File: src/rtl/traffic_pkg.sv
// Shared types, lamp codes and helper functions for the actuated phase controller.
package traffic_pkg;

    localparam int MAX_PHASES = 32;

    typedef enum logic [2:0] {
        ALL_RED, GREEN_WALK, GREEN_FDW, GREEN, YELLOW, FLASH
    } state_t;

    localparam logic [2:0] LIGHT_RED    = 3'b100;
    localparam logic [2:0] LIGHT_YELLOW = 3'b010;
    localparam logic [2:0] LIGHT_GREEN  = 3'b001;
    localparam logic [2:0] LIGHT_DARK   = 3'b000;

    localparam logic [1:0] WALK      = 2'b01;
    localparam logic [1:0] DONT_WALK = 2'b10;
    localparam logic [1:0] FDW       = 2'b11;
    localparam logic [1:0] WALK_DARK = 2'b00;

    function automatic logic is_green(input state_t s);
        return (s == GREEN_WALK) || (s == GREEN_FDW) || (s == GREEN);
    endfunction

    // First requesting phase after cur (wrapping, cur itself last); 0 when idle.
    function automatic int next_phase(input logic [MAX_PHASES-1:0] req, input int cur, input int n);
        int  idx;
        bit  found;
        next_phase = 0;
        found      = 1'b0;
        for (int k = 1; k <= MAX_PHASES; k++) begin
            if (k <= n) begin
                idx = cur + k;
                if (idx >= n) idx = idx - n;
                if (!found && req[idx[$clog2(MAX_PHASES)-1:0]]) begin
                    next_phase = idx;
                    found      = 1'b1;
                end
            end
        end
    endfunction

    function automatic bit params_ok(input int n, tick_div, timer_w, t_allred, t_min,
                                     t_max, t_yel, t_walk, t_fdw);
        int lim;
        lim = (timer_w >= 31) ? 32'h7fff_ffff : (1 << timer_w);
        return n >= 2 && n <= MAX_PHASES && tick_div >= 1 && timer_w >= 1
            && t_allred >= 1 && t_yel >= 1 && t_walk >= 1 && t_fdw >= 1
            && t_min >= t_walk + t_fdw && t_max >= t_min
            && t_allred < lim && t_max < lim && t_yel < lim;
    endfunction

endpackage

File: src/rtl/tick_prescaler.sv
// Divides clk down to a one-cycle timing tick every TICK_DIV cycles.
module tick_prescaler #(
    parameter int TICK_DIV = 10
) (
    input  logic clk,
    input  logic rst,
    output logic tick
);
    localparam int CW = (TICK_DIV > 1) ? $clog2(TICK_DIV) : 1;
    localparam logic [CW-1:0] LAST = CW'(TICK_DIV - 1);

    logic [CW-1:0] cnt;

    always_ff @(posedge clk) begin
        if (rst || tick) cnt <= '0;
        else             cnt <= cnt + 1'b1;
    end

    assign tick = (cnt == LAST);

endmodule

File: src/rtl/traffic_phase_controller.sv
// N-phase actuated signal controller: round-robin demand service, green extension,
// pedestrian walk/FDW, all-red clearance and night flash. All lamp outputs registered.
module traffic_phase_controller
    import traffic_pkg::*;
#(
    parameter int N_PHASES    = 4,
    parameter int TICK_DIV    = 10,
    parameter int TIMER_W     = 8,
    parameter int T_ALLRED    = 2,
    parameter int T_MIN_GREEN = 10,
    parameter int T_MAX_GREEN = 30,
    parameter int T_YELLOW    = 3,
    parameter int T_WALK      = 4,
    parameter int T_FDW       = 4
) (
    input  logic                        clk,
    input  logic                        rst,
    input  logic [N_PHASES-1:0]         veh_det,
    input  logic [N_PHASES-1:0]         ped_btn,
    input  logic                        flash_mode,
    output logic [3*N_PHASES-1:0]       veh_light,
    output logic [2*N_PHASES-1:0]       walk_light,
    output logic [$clog2(N_PHASES)-1:0] active_phase,
    output logic                        in_flash
);
    localparam int PW = $clog2(N_PHASES);
    localparam logic [TIMER_W-1:0] ALLRED_END = TIMER_W'(T_ALLRED - 1);
    localparam logic [TIMER_W-1:0] YEL_END    = TIMER_W'(T_YELLOW - 1);
    localparam logic [TIMER_W-1:0] WALK_END   = TIMER_W'(T_WALK - 1);
    localparam logic [TIMER_W-1:0] FDW_END    = TIMER_W'(T_FDW - 1);
    localparam logic [TIMER_W-1:0] GMIN       = TIMER_W'(T_MIN_GREEN);
    localparam logic [TIMER_W-1:0] GMAX       = TIMER_W'(T_MAX_GREEN);

    if (!params_ok(N_PHASES, TICK_DIV, TIMER_W, T_ALLRED, T_MIN_GREEN, T_MAX_GREEN,
                   T_YELLOW, T_WALK, T_FDW)) begin : g_bad_params
        $error("traffic_phase_controller: illegal parameter set");
    end

    logic                          tick;
    state_t                        state, nxt_state;
    logic [PW-1:0]                 nxt_phase, rr_phase;
    logic [TIMER_W-1:0]            timer, nxt_timer, gcnt, nxt_gcnt, elapsed;
    logic                          blink, nxt_blink, force0, nxt_force0, enter_green, conflict;
    logic [N_PHASES-1:0]           veh_req, ped_req, cur_sel, nxt_sel;
    logic [N_PHASES-1:0]           green_mask, walk_mask, veh_clr, ped_clr;
    logic [N_PHASES-1:0][2:0]      veh_nxt;
    logic [N_PHASES-1:0][1:0]      walk_nxt;

    tick_prescaler #(.TICK_DIV(TICK_DIV)) u_tick (.clk(clk), .rst(rst), .tick(tick));

    assign cur_sel  = N_PHASES'(1) << active_phase;
    assign nxt_sel  = N_PHASES'(1) << nxt_phase;
    assign elapsed  = (gcnt == GMAX) ? gcnt : gcnt + 1'b1;
    assign conflict = flash_mode || (|((veh_req | ped_req) & ~cur_sel));
    assign rr_phase = PW'(next_phase(MAX_PHASES'(veh_req | ped_req), int'(active_phase), N_PHASES));

    always_comb begin
        nxt_state   = state;
        nxt_phase   = active_phase;
        nxt_timer   = timer;
        nxt_gcnt    = gcnt;
        nxt_blink   = blink;
        nxt_force0  = force0;
        enter_green = 1'b0;
        if (tick) begin
            nxt_timer = timer + 1'b1;
            if (is_green(state)) nxt_gcnt = elapsed;
            case (state)
                ALL_RED: if (timer == ALLRED_END) begin
                    nxt_timer = '0;
                    if (flash_mode) begin
                        nxt_state = FLASH;
                        nxt_blink = 1'b1;
                    end else begin
                        nxt_phase   = force0 ? '0 : rr_phase;
                        nxt_force0  = 1'b0;
                        nxt_gcnt    = '0;
                        enter_green = 1'b1;
                        nxt_state   = ped_req[nxt_phase] ? GREEN_WALK : GREEN;
                    end
                end
                GREEN_WALK: if (timer == WALK_END) begin
                    nxt_state = GREEN_FDW;
                    nxt_timer = '0;
                end
                GREEN_FDW: if (timer == FDW_END) begin
                    nxt_state = GREEN;
                    nxt_timer = '0;
                end
                // Gap-out or max-out, only once minimum green has run and someone else waits.
                GREEN: if (elapsed >= GMIN && conflict &&
                           (!veh_det[active_phase] || elapsed == GMAX)) begin
                    nxt_state = YELLOW;
                    nxt_timer = '0;
                end
                YELLOW: if (timer == YEL_END) begin
                    nxt_state = ALL_RED;
                    nxt_timer = '0;
                end
                FLASH: if (!flash_mode) begin
                    nxt_state  = ALL_RED;
                    nxt_timer  = '0;
                    nxt_force0 = 1'b1;
                end else begin
                    nxt_blink = ~blink;
                end
                default: nxt_state = ALL_RED;
            endcase
        end
    end

    assign green_mask = is_green(state) ? cur_sel : '0;
    assign walk_mask  = (state == GREEN_WALK) ? cur_sel : '0;
    assign veh_clr    = enter_green ? nxt_sel : '0;
    assign ped_clr    = (enter_green && nxt_state == GREEN_WALK) ? nxt_sel : '0;

    always_comb begin
        for (int i = 0; i < N_PHASES; i++) begin
            veh_nxt[i]  = LIGHT_RED;
            walk_nxt[i] = DONT_WALK;
            if (nxt_state == FLASH) begin
                walk_nxt[i] = WALK_DARK;
                if (!nxt_blink)  veh_nxt[i] = LIGHT_DARK;
                else if (i == 0) veh_nxt[i] = LIGHT_YELLOW;
            end else if (int'(nxt_phase) == i) begin
                case (nxt_state)
                    GREEN_WALK: begin veh_nxt[i] = LIGHT_GREEN; walk_nxt[i] = WALK; end
                    GREEN_FDW:  begin veh_nxt[i] = LIGHT_GREEN; walk_nxt[i] = FDW;  end
                    GREEN:      veh_nxt[i] = LIGHT_GREEN;
                    YELLOW:     veh_nxt[i] = LIGHT_YELLOW;
                    default:    ;
                endcase
            end
        end
    end

    always_ff @(posedge clk) begin
        if (rst) begin
            state        <= ALL_RED;
            active_phase <= '0;
            timer        <= '0;
            gcnt         <= '0;
            blink        <= 1'b0;
            force0       <= 1'b1;
            veh_req      <= '0;
            ped_req      <= '0;
            veh_light    <= {N_PHASES{LIGHT_RED}};
            walk_light   <= {N_PHASES{DONT_WALK}};
            in_flash     <= 1'b0;
        end else begin
            state        <= nxt_state;
            active_phase <= nxt_phase;
            timer        <= nxt_timer;
            gcnt         <= nxt_gcnt;
            blink        <= nxt_blink;
            force0       <= nxt_force0;
            veh_req      <= (veh_req | (veh_det & ~green_mask)) & ~veh_clr;
            ped_req      <= (ped_req | (ped_btn & ~walk_mask)) & ~ped_clr;
            veh_light    <= veh_nxt;
            walk_light   <= walk_nxt;
            in_flash     <= (nxt_state == FLASH);
        end
    end

endmodule
File: config.mk
export PLATFORM = sky130hd
export DESIGN_NAME = traffic_phase_controller
export DESIGN_NICKNAME = d
export VERILOG_FILES = /design/src/rtl/traffic_pkg.sv /design/src/rtl/tick_prescaler.sv /design/src/rtl/traffic_phase_controller.sv
export SDC_FILE = /design/constraint.sdc
export NUM_CORES = 1
export LEC_CHECK = 0
export ABC_AREA = 1
export CAP_MARGIN = 20
export CORE_UTILIZATION = 55
export DETAILED_ROUTE_END_ITERATION = 6
export PLACE_DENSITY = 0.78
export SLEW_MARGIN = 5
export SYNTH_ARGS = -nofsm -noshare
export SYNTH_HDL_FRONTEND = slang
export SYNTH_SLANG_ARGS = --single-unit
File: constraint.sdc
create_clock -name clk -period 4.44 [get_ports clk]
set_clock_uncertainty 0.1 [all_clocks]
set_input_delay 0.888 -clock clk [delete_from_list [all_inputs] [get_ports clk]]
set_output_delay 0.888 -clock clk [all_outputs]
set_load 0.01 [all_outputs]
==> out/qor.csv <==
metric;value;unit
crit path DAT;3.15;ns
WP data required;4.59;ns
Yosys reg bits;56;
final setup fails;0;
final period demand of the worst path;3.01;ns
DRC;0;
fmax;0.333;GHz
final worst path period share;0.677;
antenna violations before repair;0;
most common cell after layout, fill and taps aside;nand2_1;
DR vias/cell;5.30;
number of synthesis warnings;0;
Tot GR Track Use;0.243;
hold depth;1;
reg2reg start;active_phase[0]$_SDFF_PP0_;
Hold Crit Endpoint;u_tick.cnt[0]$_SDFF_PP0_;
Sum Neg Setup Slack;0;ns
number of I/O pins;34;
outcome;completed;
CTS sink cnt;56;
TritonCTS clock tree;built;
HP Class;flip-flop to flip-flop;
clk_lat worst skew;0.31;ns
RR Endpoint;walk_light[6]$_SDFF_PP0_;
Gates resized, CTS repair;0;
WL/cell;12.5;um
syn nets;471;
Core Box Area;5540;sq um
clk slew on worst S/H paths;0.11;ns
Slew headroom;0.448;
DRT iter0 DRCs;166;
Hold Crit Start;u_tick.cnt[0]$_SDFF_PP0_;
largest net degree at the start of global routing;21;
Yosys top cell area share;0.353;
Critical Path End Type;flip-flop;
Die X;77.9;um
startpoint type of the worst setup path;flip-flop;
Rows;27;
Die Ht;77.9;um
most frequent cells in the layout;79 x nand2_1, 61 x inv_1, 56 x nor2_1, 56 x dfxtp_1, 39 x nand3_1;
Placer Congestion;0.889;
Post-CTS Setup Bufs;0;
register area share after synthesis;0.353;
Initial Util;0.572;
Slew Viols, Final;0;
syn_area_per_cell;7.10;sq um
ant diodes;0;
clock buffers created by TritonCTS;5;
cts-stage hold buffer count;0;
vias in the first global route;2732;
routed vias;2942;
r2r setup slk;1.43;ns
port bufs;33;
peak supply drop;170;uV
Fin. Hold Viols;0;
GR Overflow Total;0;
Max Buffers Root-to-Sink;2;
Cell Area, Placed;3570;sq um
RSZ-0062 raised after global routing;no;
H-tree depth;2;
static leakage;1.56;nW
Root Driver;clkbuf_8;
first-pass GRT wire length;11900;um
Yosys top cell by area;dfxtp_1;
finished layout cell area;3670;sq um
Routed Antenna Nets;0;
crit path max fanout;14;
Post-Syn Instances;447;
synthesized cell area;3170;sq um
synth top area cells;dfxtp_1 35%, nand2_1 9.3%, inv_1 7.2%;
Routed WL;6930;um
detailed placer's ending HPWL;5280;um
DRT Pass-1 Iters;5;
count of cell types in the netlist;42;
CP Class;flip-flop to flip-flop;
actual slew at the worst max-slew pin;0.825;ns
# Max-Cap Violations;0;
NumNets Final;506;
Area Overhead vs Synth;15.7;%
Die Area;6070;sq um
worst reg2reg path depth;16;
fraction of layout cells with a size suffix above 1;0.130;
Cell Pwr Density;241;nW/um^2
[worst max-delay path, cell delays in order, from the launching register on]
cell and delay, ns:
dfxtp_1 0.68, inv_4 0.11, ha_1 0.37, inv_1 0.10
nand3_1 0.09, nand2_1 0.09, nor2_4 0.13, nand4_1 0.09
nand2_1 0.16, nand2_2 0.09, nand2_1 0.06, nand3_1 0.06
nand3_1 0.08, nand2_1 0.10, a21boi_0 0.29, nor2_1 0.16
nor3_1 0.17
[how the worst max path moves through the flow]
stage                                     from                        to  slack [ns]  depth (start not counted)
floorplan           active_phase[0]$_SDFF_PP0_     ped_req[0]$_SDFF_PP0_        1.86                         19
global placement                    flash_mode  walk_light[0]$_SDFF_PP0_        1.41                         10
detailed placement                  flash_mode  walk_light[2]$_SDFF_PP0_        1.44                         12
CTS                 active_phase[0]$_SDFF_PP0_  walk_light[6]$_SDFF_PP0_        1.45                         16
global route        active_phase[0]$_SDFF_PP0_  walk_light[6]$_SDFF_PP0_        1.13                         16
finish              active_phase[0]$_SDFF_PP0_  walk_light[6]$_SDFF_PP0_        1.43                         16
[area by class of cell]
type                       count  area, sq um
timing repair buffer          34          338
inverter                      72          273
fill                         469         1870
multi-input combinational    313         1750
tap                           72         90.1
clock inverter                 3         28.8
sequential                    56         1120
clock buffer                   5         68.8
[metal layers]
| layer | vias to the layer above | part of all wire | GRT usage |
|---|---|---|---|
| li1 | 1514 | - | - |
| met1 | 1321 | 0.47 | 0.312 |
| met2 | 96 | 0.46 | 0.410 |
| met3 | 11 | 0.056 | 0.0412 |
| met4 | 0 | 0.019 | 0.0815 |
| met5 | - | 0 | 0 |
[cell usage after synthesis (all sizes together)]
library cell	instances
xnor2	2
nand3	42
clkbuf	4
ha	13
buf	2
inv	71
o22ai	4
a31oi	4
nand4	12
clkinv	1
a21oi	19
a22o	1
xor2	1
a311oi	1
or2	2
nand3b	1
a22oi	1
o221ai	1
dfxtp	56
nand2	91
a21boi	4
o2111ai	2
nor2	73
a211oi	3
nor3	12
o21ai	24
[registers in the layout, indices dropped and copies added (netlist names)]
signal / flops
blink: 1
veh_req: 4
u_tick.cnt: 4
timer: 8
force0: 1
walk_light: 8
in_flash: 1
state: 3
veh_light: 12
gcnt: 8
ped_req: 4
active_phase: 2
[report_power, final]
part	internal (mW)	switching, mW
clock network	0.120	0.184
logic	0.0254	0.0386
registers	0.510	0.00525
[per-stage QoR]
step,worst slack (ns),utilization,hold slack (ns),instances,total power [mW]
finish,1.43,0.662,0.383,555,0.883
global route,1.13,0.662,0.415,555,0.919
CTS,1.45,0.662,0.386,555,0.891
detailed placement,1.44,0.645,0.362,547,0.590
global placement,1.41,0.645,0.349,547,0.589
floorplan,1.86,-,0.333,447,0.567
[cells by family after synthesis]
logic type	count (synthesis)	share of synthesized area
DFF	56	0.353
adders and majority gates	13	0.0513
xor gates and xnor gates	3	0.0107
AOI/OAI and AO/OA	64	0.127
and+or+nand+nor	233	0.363
buffers and inverters	78	0.0947
(Power assumes the default switching activity.)
==> RTL edit 1 (same flow settings) <==
Re-encode `state_t` (6 states) as Gray code, 3 bits wide.
--- a/src/rtl/traffic_pkg.sv
+++ b/src/rtl/traffic_pkg.sv
@@ -4,7 +4,7 @@
     localparam int MAX_PHASES = 32;
 
     typedef enum logic [2:0] {
-        ALL_RED, GREEN_WALK, GREEN_FDW, GREEN, YELLOW, FLASH
+        ALL_RED = 3'b000, GREEN_WALK = 3'b001, GREEN_FDW = 3'b011, GREEN = 3'b010, YELLOW = 3'b110, FLASH = 3'b111
     } state_t;
 
     localparam logic [2:0] LIGHT_RED    = 3'b100;
Function: no difference found for any inputs over 10 cycles, from zero or initial values and one cycle with rst high; not proved beyond that.
==> RTL edit 1 against the unedited design <==
Final cell count fell by 3.6%; maximum frequency is 1.5% higher; highest routed layer unchanged; synthesized cell count decreased by 4.5%; worst setup slack better by 45 ps; sequential cell count unchanged; total power shrank 0.57%; final area fell by 0.85%; wire length down 2.2%; area after synthesis fell by 0.79%.
==> RTL edit 1: results (changes against the unedited design) <==
status: "completed"
syn-num-nets: 451  # -4.2%
grt_pass1_wl_mm: 11.82  # -0.64%
irDropWorstVdd_mv: 0.2001  # +18%
layout-drive-gt1-share_pct: 14.69  # +1.6 points
yosys-top-cells-area: "dfxtp_1 36%, nand2_1 9.8%, nor2_1 7.9%"
viasPerCell: 5.372  # +1.3%
placed_area_um2: 3543  # -0.81%
dp_hpwl_mm: 5.183  # -1.8%
ys_types: 43  # +2.4%
seq_share_pct: 30.81  # +0.26 points
buffer_area_share_pct: 9.285  # +0.079 points
postSynthCellCount: 427  # -4.5%
stdcell_count: 535  # -3.6%
p_leak_nw: 1.479  # -4.9%
synth_common_cells: "82 x nand2_1, 66 x nor2_1, 56 x dfxtp_1, 39 x inv_1, 31 x nand3_1"
multi_input_area_share_pct: 49.45  # +1.8 points
worst_slew_pin_slew_ps: 696.9  # -127.8 ps
drt-pass1-iter-count: 4  # -1
cp_top_family: "simple AND/OR/NAND/NOR gates"
layout.nets: 486  # -4.0%
rr_worst_depth: 19  # +3
worst_slack_ps: 1479  # +45.04 ps
ys_seq_area_share_pct: 35.63  # +0.28 points
finalHoldWorstSlack_ps: 381.4  # -1.846 ps
regMostFlops: "veh_light"
power_mw: 0.8776  # -0.57%
dp_cells: 527  # -3.7%
switching_share_pct: 25.66  # -0.16 points
r2r_end: "ped_req[0]"
p_seq_mw: 0.516  # about the same
ys.flop_type: "dfxtp_1"
critPathArrivalTime_ps: 3090  # -60 ps
cts_root_buf: "clkbuf_8"
clk_share_pct: 2.613  # -0.046 points
slowest_delay_ps: 730  # +50 ps
multi_input_comb_cells: 315  # +0.64%
synthToLayoutAreaGrowth_pct: 15.63  # about the same
buffers: 34  # unchanged
first_global_vias: 2690  # -1.5%
drtIter0Drc: 199  # +20%
cp_max_fo: 14  # unchanged
combinationalPowerShare_pct: 7.6  # +0.4 points
fillers: 481  # +2.6%
inverters: 50  # -31%
grt.total_usage_pct: 24.25  # about the same
place.gp.congestion: 0.9024  # +1.6%
routed_wl_mm: 6.783  # -2.2%
critPathLaunch: "active_phase[0]"
post_cts_buffers: 0  # unchanged
power.density_nw_per_um2: 241.2  # +0.29%
synthArstFlopShare_pct: 0  # unchanged
==> RTL edit 1: cell types whose count changed in the layout (fill, tap and decap cells not counted), moves of 5 or more <==
cell / unedited run / this run
nand4_1: 10 / 5
nand3_2: 2 / 11
nand3_1: 39 / 31
inv_1: 61 / 39
xor2_1: 0 / 7
nor2_1: 56 / 66
o21ai_0: 20 / 6
==> RTL edit 1: logic make-up (layout without fill, tap and decap cells) <==
group                      after synthesis  count (layout)  share of synthesized area [%]
AOI/OAI and AO/OA                       52              52                          10.97
DFF                                     56              56                          35.63
xor gates and xnor gates                10              10                          2.783
and+or+nand+nor                        240             240                          38.25
adders and majority gates               13              13                          5.169
buffers and inverters                   56              92                          7.197
==> RTL edit 1: layer usage <==
layer | vias to the layer above | wire length (µm) | global-route usage [%]
met5 | - | 0 | 0
met4 | 0 | 139 | 7.736
met3 | 12 | 336 | 4.353
met2 | 74 | 3271 | 42.12
met1 | 1320 | 3035 | 30.21
li1 | 1468 | - | -
==> RTL edit 2 (same settings) <==
Made on the original files. Change the parameter `TIMER_W` from 8 to 12.
--- a/src/rtl/traffic_phase_controller.sv
+++ b/src/rtl/traffic_phase_controller.sv
@@ -5,7 +5,7 @@
 #(
     parameter int N_PHASES    = 4,
     parameter int TICK_DIV    = 10,
-    parameter int TIMER_W     = 8,
+    parameter int TIMER_W     = 12,
     parameter int T_ALLRED    = 2,
     parameter int T_MIN_GREEN = 10,
     parameter int T_MAX_GREEN = 30,
Function: no difference found for any inputs over 10 cycles, from zero or initial values and one cycle with rst high; that may be too few to reach the edited logic, so the function may still have changed.
==> RTL edit 2 against the unedited design <==
Via count is 18% higher; maximum frequency is 2.7% lower; final area is 17% higher; area after synthesis is 16% higher; final cell count is 19% higher; worst setup slack worse by 83 ps; sequential cell count is 8 higher; utilization is 0.87 points higher; non-clock buffer count is 1 higher; sequential share of layout area is 0.65 points lower; total power is 38% higher; wire length is 21% higher; critical endpoint is now veh_light[8]; largest cell class unchanged; highest routed layer unchanged.
==> RTL edit 2: results (changes against the unedited design) <==
slowest_delay_ps: 620  # -60 ps
place.gp.congestion: 0.9161  # +3.1%
wl_met1_mm: 3.996  # +24%
layout.nets: 605  # +20%
p_leak_nw: 1.907  # +23%
critPathArrivalTime_ps: 3230  # +80 ps
irDropWorstVdd_mv: 0.2225  # +31%
yosys-top-cells-area: "dfxtp_1 35%, nand2_1 13%, inv_1 7.6%"
layout-drive-gt1-share_pct: 11.26  # -1.8 points
met3_length_um: 319  # -18%
grt_pass1_wl_mm: 14.04  # +18%
grtUsageMet1_pct: 32.43  # +1.2 points
use_met2_pct: 40.13  # -0.84 points
drtIter0Drc: 157  # -5.4%
ys_seq_area_share_pct: 34.91  # -0.43 points
met3_usage_pct: 4.451  # +0.33 points
clkTransAtPathRegs_ps: 70  # -40 ps
grt_start_max_net_pins: 19  # -9.5%
wl_per_cell_um: 12.64  # +1.2%
clkLatencyLatePin_ps: 350  # +40 ps
synth_common_cells: "131 x nand2_1, 74 x inv_1, 64 x dfxtp_1, 61 x nor2_1, 50 x nand3_1"
cp_top_family: "simple AND/OR/NAND/NOR gates"
viasPerCell: 5.252  # -0.92%
status: "completed"
grt.total_usage_pct: 25.12  # +0.86 points
dp_hpwl_mm: 6.208  # +18%
first_global_vias: 3119  # +14%
syn-num-nets: 566  # +20%
worst_slew_pin_slew_ps: 500.8  # -324.0 ps
cts_made_buffers: 9  # +4
fillers: 570  # +22%
htreeDepth: 3  # +1
RTL edit 2: cell families (layout without fill, tap and decap cells):
kind of cell	after synthesis	count (layout)	share of synthesized area [%]
and+or+nand+nor	305	305	38.70
buffers and inverters	87	131	9.444
AOI/OAI and AO/OA	67	67	11.08
DFF	64	64	34.91
adders and majority gates	13	13	4.432
xor gates and xnor gates	6	6	1.432
RTL edit 2: worst paths after layout:
| check | from | endpoint | slack (ps) | cells past startpoint |
|---|---|---|---|---|
| worst max-delay path | active_phase[0] | veh_light[8] | 1350 | 19 |
| worst min-delay path | u_tick.cnt[0] | u_tick.cnt[0] | 370 | 1 |
| worst max register to register | active_phase[0] | veh_light[8] | 1350 | 19 |
| worst min register to register | u_tick.cnt[0] | u_tick.cnt[0] | 370 | 1 |
RTL edit 2: power by group:
group / internal, mW / total (mW) / switching, mW
Sequential: 0.581 / 0.586 / 0.00492
Clock: 0.317 / 0.566 / 0.249
Combinational: 0.0249 / 0.0634 / 0.0386
Total: 0.923 / 1.22 / 0.292
RTL edit 2: stage by stage:
stage	instance area, µm²	worst slack (ps)	cells	power (mW)	utilization [%]
final	4285	1351	663	1.215	67.10
after global routing	4285	1048	663	1.255	67.10
after CTS	4285	1415	663	1.224	67.10
after detailed placement	4066	1381	647	0.6625	63.68
after global placement	4066	1434	647	0.6605	63.68
after floorplan	3670	1882	542	0.6395	-
RTL edit 2: area by class of cell:
| type | instances | share of cell area (%) |
|---|---|---|
| Clock inverter | 7 | 2.219 |
| Timing Repair Buffer | 35 | 8.058 |
| Tap cell | 77 | 2.248 |
| Multi-Input combinational cell | 391 | 47.65 |
| Sequential cell | 64 | 29.90 |
| Inverter | 80 | 7.036 |
| Clock buffer | 9 | 2.891 |
